## src/rtl/uart_rx_os.sv

```systemverilog
// uart_rx_os: 8N1 UART receiver that samples the line at 16x the bit rate.
//   clk, rst_n : system clock (rising edge) and async active-low reset
//   rs232_rx   : raw serial line, idle high, LSB first
//   rx_data    : last correctly framed byte, held until the next good frame
//   rx_valid   : one-clk pulse when rx_data updates
//   rx_int     : high while a frame is in progress (START/DATA/STOP)
//   frame_err  : one-clk pulse when the stop bit is sampled low
module uart_rx_os #(
  parameter int CLK_HZ = 50000000,
  parameter int BAUD   = 9600
) (
  input  logic       clk,
  input  logic       rst_n,
  input  logic       rs232_rx,
  output logic [7:0] rx_data,
  output logic       rx_valid,
  output logic       rx_int,
  output logic       frame_err
);
  localparam int DIV = CLK_HZ / (BAUD * 16);
  localparam int DW  = (DIV > 1) ? $clog2(DIV) : 1;

  typedef enum logic [1:0] {IDLE, START, DATA, STOP} state_t;
  state_t state, state_n;

  logic          sync1, s_rx, s_rx_d;
  logic [DW-1:0] div_cnt;
  logic [3:0]    s_cnt;
  logic [2:0]    bit_idx;
  logic [7:0]    shreg;
  logic          smp7, smp8;
  logic          tick, decide, bit_end, maj, fall;
  logic          shift_en, load_en, ferr_en;

  assign tick    = (state != IDLE) && (div_cnt == DW'(DIV - 1));
  assign decide  = tick && (s_cnt == 4'd9);
  assign bit_end = tick && (s_cnt == 4'd15);
  // third sample is the live s_rx at the s_cnt==9 tick
  assign maj     = (smp7 & smp8) | (smp7 & s_rx) | (smp8 & s_rx);
  assign fall    = s_rx_d & ~s_rx;
  assign rx_int  = (state != IDLE);

  always_ff @(posedge clk or negedge rst_n) begin
    if (!rst_n) state <= IDLE;
    else        state <= state_n;
  end

  always_comb begin
    state_n  = state;
    shift_en = 1'b0;
    load_en  = 1'b0;
    ferr_en  = 1'b0;
    case (state)
      IDLE:  if (fall) state_n = START;
      START: begin
        if (decide && maj) state_n = IDLE;   // start bit did not hold: glitch
        else if (bit_end)  state_n = DATA;
      end
      DATA: begin
        if (decide) shift_en = 1'b1;
        if (bit_end && bit_idx == 3'd7) state_n = STOP;
      end
      STOP: begin
        // leave at mid stop bit so the next start edge is never missed
        if (decide) begin
          state_n = IDLE;
          if (maj) load_en = 1'b1;
          else     ferr_en = 1'b1;
        end
      end
      default: state_n = IDLE;
    endcase
  end

  always_ff @(posedge clk or negedge rst_n) begin
    if (!rst_n) begin
      sync1     <= 1'b1;
      s_rx      <= 1'b1;
      s_rx_d    <= 1'b1;
      div_cnt   <= '0;
      s_cnt     <= '0;
      smp7      <= 1'b0;
      smp8      <= 1'b0;
      bit_idx   <= '0;
      shreg     <= '0;
      rx_data   <= '0;
      rx_valid  <= 1'b0;
      frame_err <= 1'b0;
    end else begin
      sync1  <= rs232_rx;
      s_rx   <= sync1;
      s_rx_d <= s_rx;

      // held at 0 in IDLE so the first tick lands DIV clks after START entry
      if (state == IDLE || tick) div_cnt <= '0;
      else                       div_cnt <= div_cnt + DW'(1);

      if (state == IDLE) s_cnt <= '0;
      else if (tick)     s_cnt <= s_cnt + 4'd1;

      if (tick && s_cnt == 4'd7) smp7 <= s_rx;
      if (tick && s_cnt == 4'd8) smp8 <= s_rx;

      if (state != DATA) bit_idx <= '0;
      else if (bit_end)  bit_idx <= bit_idx + 3'd1;

      if (shift_en) shreg   <= {maj, shreg[7:1]};
      if (load_en)  rx_data <= shreg;
      rx_valid  <= load_en;
      frame_err <= ferr_en;
    end
  end
endmodule

```

## config.mk

```make
export PLATFORM = sky130hd
export DESIGN_NAME = uart_rx_os
export DESIGN_NICKNAME = d
export VERILOG_FILES = /design/src/rtl/uart_rx_os.sv
export SDC_FILE = /design/constraint.sdc
export NUM_CORES = 1
export LEC_CHECK = 0
export ABC_AREA = 1
export CAP_MARGIN = 25
export CORE_MARGIN = 2
export CORE_UTILIZATION = 60
export CTS_BUF_LIST = sky130_fd_sc_hd__clkbuf_8
export CTS_CLUSTER_SIZE = 14
export DETAILED_ROUTE_END_ITERATION = 6
export PLACE_DENSITY = 0.77
export SYNTH_ARGS = -nofsm -noshare
export SYNTH_HDL_FRONTEND = slang
export SYNTH_SLANG_ARGS = --single-unit
export TNS_END_PERCENT = 100
```

## constraint.sdc

```tcl
create_clock -name clk -period 3.6 [get_ports clk]
set_clock_uncertainty 0.05 [all_clocks]
set_input_delay 0.36 -clock clk [delete_from_list [all_inputs] [get_ports clk]]
set_output_delay 0.36 -clock clk [all_outputs]
set_load 0.05 [all_outputs]
```

## Word-level counts from Yosys, hierarchy flattened

Index checks and enable logic that the tools add are counted.

- Register bits after elaboration: 41
- Output and inout bits: 11
- Bits of input ports: 3
- Memories: 0
- Memory bits (writable): 0
- Memory bits (read-only): 0
- Latch bits: 0

- Shift-type cells: 0
- Reduce and logical (&&, ||, !) cells: 13
- Magnitude comparators: 0
- Add/sub/neg operators: 3
- Divide/modulo/power cells: 0
- Multipliers: 0
- Bitwise operators: 7
- Equality and inequality tests: 14
- Multiplexer cells: 19

Operators by type and width:

| operator | count |
|---|---|
| 4-bit equality test (second input constant) | 3 |
| 2-bit 2-to-1 mux | 5 |
| 9-bit by 1-bit adder with 9-bit output (second input constant) | 1 |
| 9-bit equality test (second input constant) | 1 |
| 9-bit 2-to-1 mux | 1 |
| 1-bit 2-to-1 mux | 8 |
| 4-bit 2-to-1 mux | 2 |
| 2-bit != test (second input constant) | 4 |
| 2-bit case mux with 4 select lines | 1 |
| 1-bit logical AND | 7 |
| 3-bit 2-to-1 mux | 2 |
| 2-bit nonzero test | 3 |
| 4-bit by 1-bit adder with 4-bit output (second input constant) | 1 |
| 1-bit AND | 4 |
| 2-bit equality test (second input constant) | 2 |
| 4-bit by 3-bit equality test with 1-bit output (second input constant) | 1 |
| 4-bit AND reduction | 1 |
| 3-bit by 1-bit adder with 3-bit output (second input constant) | 1 |
| 3-bit equality test (second input constant) | 1 |
| 3-bit != test (second input constant) | 1 |
| 2-bit by 1-bit equality test with 1-bit output (second input constant) | 1 |
| 2-bit logical NOT | 1 |
| 1-bit bitwise OR | 2 |
| 1-bit logical OR | 1 |
| 1-bit inverter | 1 |

## Longest topological paths before layout

- Depth after elaboration: 6
- Gate-level depth with buffers: 13
- Depth with buffers taken out: 13

## Worst setup path after synthesis

OpenSTA, ideal clock, no wires.

- Path kind: register -> register
- From: register div_cnt[0]
- To: register rx_data[5]
- Setup time: 0.119 ns
- Stages on the path, launching flop included: 11
- Data required time: 3.431 ns
- Setup slack: 1.951 ns
- Clock period less this slack: 1.649 ns
- Data arrival time: 1.480 ns
- Path through: dfrtp_1 > inv_1 > ha_1 > nand2_1 > nor2_1 > nand3_2 > nor2_4 > nand4_2 > buf_6 > nand2_2 > o21ai_2

- Longest elaborated chain between the ends: 5

RTL lines:

| item | line | source |
|---|---|---|
| start, declared | 27 | `logic [DW-1:0] div_cnt;` |
| start signal, assigned | 96 | `else div_cnt <= div_cnt + DW'(1);` |
| 9-bit equality test | 35 | `assign tick = (state != IDLE) && (div_cnt == DW'(DIV - 1));` |
| 1-bit logical AND | 35 |  |
| 1-bit logical AND | 36 | `assign decide = tick && (s_cnt == 4'd9);` |
| 1-bit 2-to-1 mux | 65 | `if (decide) begin` |
| 1-bit 2-to-1 mux | 53 | `case (state)` |
| end signal, assigned | 108 | `if (load_en) rx_data <= shreg;` |
| end, declared | 15 | `output logic [7:0] rx_data,` |

Every way passes these cells.
A chain may end at the register's enable or synchronous reset.

==> impl_metrics.ini <==
[run_status]
status = complete, no violations

[timing]
rsz0062_at_grt = no
fmaxAchievable_mhz = 454
hold_violations = 0
tns_ns = 0
slew_violations = 0
worstMarginPinSlew_ns = 0.858
min_period_ns = 2.20
setup_violations = 0
slew_headroom_pct = 42.8
min_period_over_period_pct = 61.1

[clock_tree]
clk_latency_ns = 0.29
numCtsBuffers = 5
clk_pin_slew_worst_paths_ns = 0.08
cts_hold_buf = 0
cts_tree = yes
numClockSinks = 41
cts_buffer_depth = 2
cts_resized = 0
cts_setup_buffers = 0
cts_root_buf = clkbuf_8
htree_levels = 2

[yosys]
ys.flop_type = dfrtp_1
syn_inst = 211
yosys.area.top_type = dfrtp_1
ys_warn_count = 0
syn_area_um2 = 1890
syn-num-nets = 221
netlist.area_leader.share_pct = 50.2
async_flop_share_pct = 100
synth_enable_flop_cells = 0
syn_area_per_cell_um2 = 8.97
ys_types = 25
netlist_top_cells_area = dfrtp_1 (50%), nand2_1 (8.7%), inv_1 (6.3%)
ys_ff_latch = 41
ys_seq_area_share_pct = 54.4

[power_and_ir_drop]
ir_drop_v = 0.000379
power_density_nw_per_um2 = 477
p_leak_nw = 1.06
finalPower_w = 0.00103

[global_route]
grt.met3_usage_pct = 6.71
grt_usage_pct = 21.8
grt_start_max_net_pins = 42
grt_antenna_before_repair = 0
top_usage_layer = met2
grt_pass1_wl_um = 5790
grt_pass1_vias = 1333
grt_overflow_total = 0
grt_util_met2_pct = 34.8
grt_util_met1_pct = 27.6

[floorplanning]
rows = 20
coreArea_um2 = 3030
die_w_um = 60.2
die_h_um = 60.2
pin_count = 14
dieArea_um2 = 3620
start_util_pct = 62.5

[setup_path]
endpoint_kind = output pin
worstPathCellList = nor2_1 > inv_2 > clkdlybuf4s50_1
slowest_stage = clkdlybuf4s50_1
worstPathRequired_ns = 3.19
cp_slowest_stage_delay_ns = 0.71
crit_path_start_kind = register
crit_type = register to output pin
arrival_ns = 1.79
crit_path_max_fanout = 6

[layout]
register_area_um2 = 1030
drive_gt1_share_pct = 12.2
nets = 238
fin_cells = 273
area_growth_pct = 14.3
num_antenna_cells = 0
nFillCells = 235
multi_input_area_um2 = 706

[hold_path]
min_path_type = primary input to asynchronous set/reset pin

[drt]
drtIter0Drc = 45
vias = 1412
wl_per_cell_um = 12.0
viasPerCell = 5.17
drt-total-wl_um = 3270
final_antenna_net_count = 0
firstDrtPassIters = 4
drc = 0

[run]
maxCapViolCount = 0

[placement]
hpwl_um = 2310
gp_routability_congestion = 0.777
io_buffers = 13
place_inst = 265
[metrics by stage]
stage | cell area, um2 | setup slack [ns] | util [%] | hold slack (ns)
3_3_place_gp | 2050 | 1.57 | 67.6 | 0.301
2_1_floorplan | 1890 | 1.95 | - | 0.0144
5_1_grt | 2160 | 1.28 | 71.4 | 0.204
4_1_cts | 2160 | 1.37 | 71.4 | 0.156
6_report | 2160 | 1.40 | 71.4 | 0.122
3_5_place_dp | 2050 | 1.51 | 67.6 | 0.299
[flip-flops by register name, indices dropped and copies added, names as in the netlist, 3 cells and up, named ones only]
signal   flops
bit_idx      3
div_cnt      9
rx_data      8
s_cnt        4
shreg        8
[synthesized netlist by cell type (all sizes together) (2+ instances only)]
cell    n
nand3  11
nor3b   2
nand4   4
nor2   20
nor3    8
inv    35
ha      7
buf     2
dfstp   3
a21oi   7
nand2  45
dfrtp  38
o21ai  24
[cell usage in the layout, fill, tap and decap left out, types with 3 or more instances in the layout]
master / n
nand2_1: 44
dfrtp_1: 38
inv_1: 33
nor2_1: 18
o21ai_0: 15
clkdlybuf4s50_1: 12
nand3_1: 10
nor3_1: 8
o21ai_2: 8
a21oi_1: 7
ha_1: 7
clkbuf_8: 6
inv_2: 3
nand4_1: 3
dfstp_2: 3
[power by group]
part / switching, W / total (W) / internal (W)
logic: 0.000104 / 0.000148 / 0.0000442
registers: 0.0000233 / 0.000508 / 0.000485
clock network: 0.000152 / 0.000375 / 0.000223
total: 0.000280 / 0.00103 / 0.000752
[final timing paths]
check                             end  cells after the start  slack (ns)  startpoint
setup reg to reg           rx_data[6]                      5        1.48        s_rx
hold / removal                   smp8                      1        0.12       rst_n
hold reg to reg                  s_rx                      0        0.31       sync1
max in group asynchronous  div_cnt[8]                      1        2.83       rst_n
setup / recovery               rx_int                      3        1.40    register
min in group clk                 s_rx                      0        0.31       sync1
[logic make-up after synthesis]
family / Yosys count / synth area share, %
AO/OA/AOI/OAI: 31 / 9.78
adder cells (fa/ha/maj): 7 / 4.63
buffers and inverters: 38 / 8.33
flip-flops: 41 / 54.4
AND/OR/NAND/NOR: 94 / 22.9
[per-layer routing]
metal	share of wire (%)	vias up
met4	0.24	0
met3	3.8	2
li1	-	704
met1	45	674
met2	51	32
met5	0	-
[cell type report]
| class | instances | share of cell area [%] |
|---|---|---|
| Clock buffer | 6 | 3.82 |
| Inverter | 35 | 6.07 |
| Tap cell | 44 | 2.54 |
| Multi-Input combinational cell | 132 | 32.6 |
| Timing Repair Buffer | 13 | 5.78 |
| Sequential cell | 41 | 47.6 |
| Clock inverter | 2 | 1.56 |
[worst max-delay path, delay by kind of cell (launching register included)]
family	cells	cell delay [ns]
buffers and inverters	2	0.81
and+or+nand+nor	1	0.24
DFF	1	0.45
Note: power is estimated with default switching activity, not from simulation.
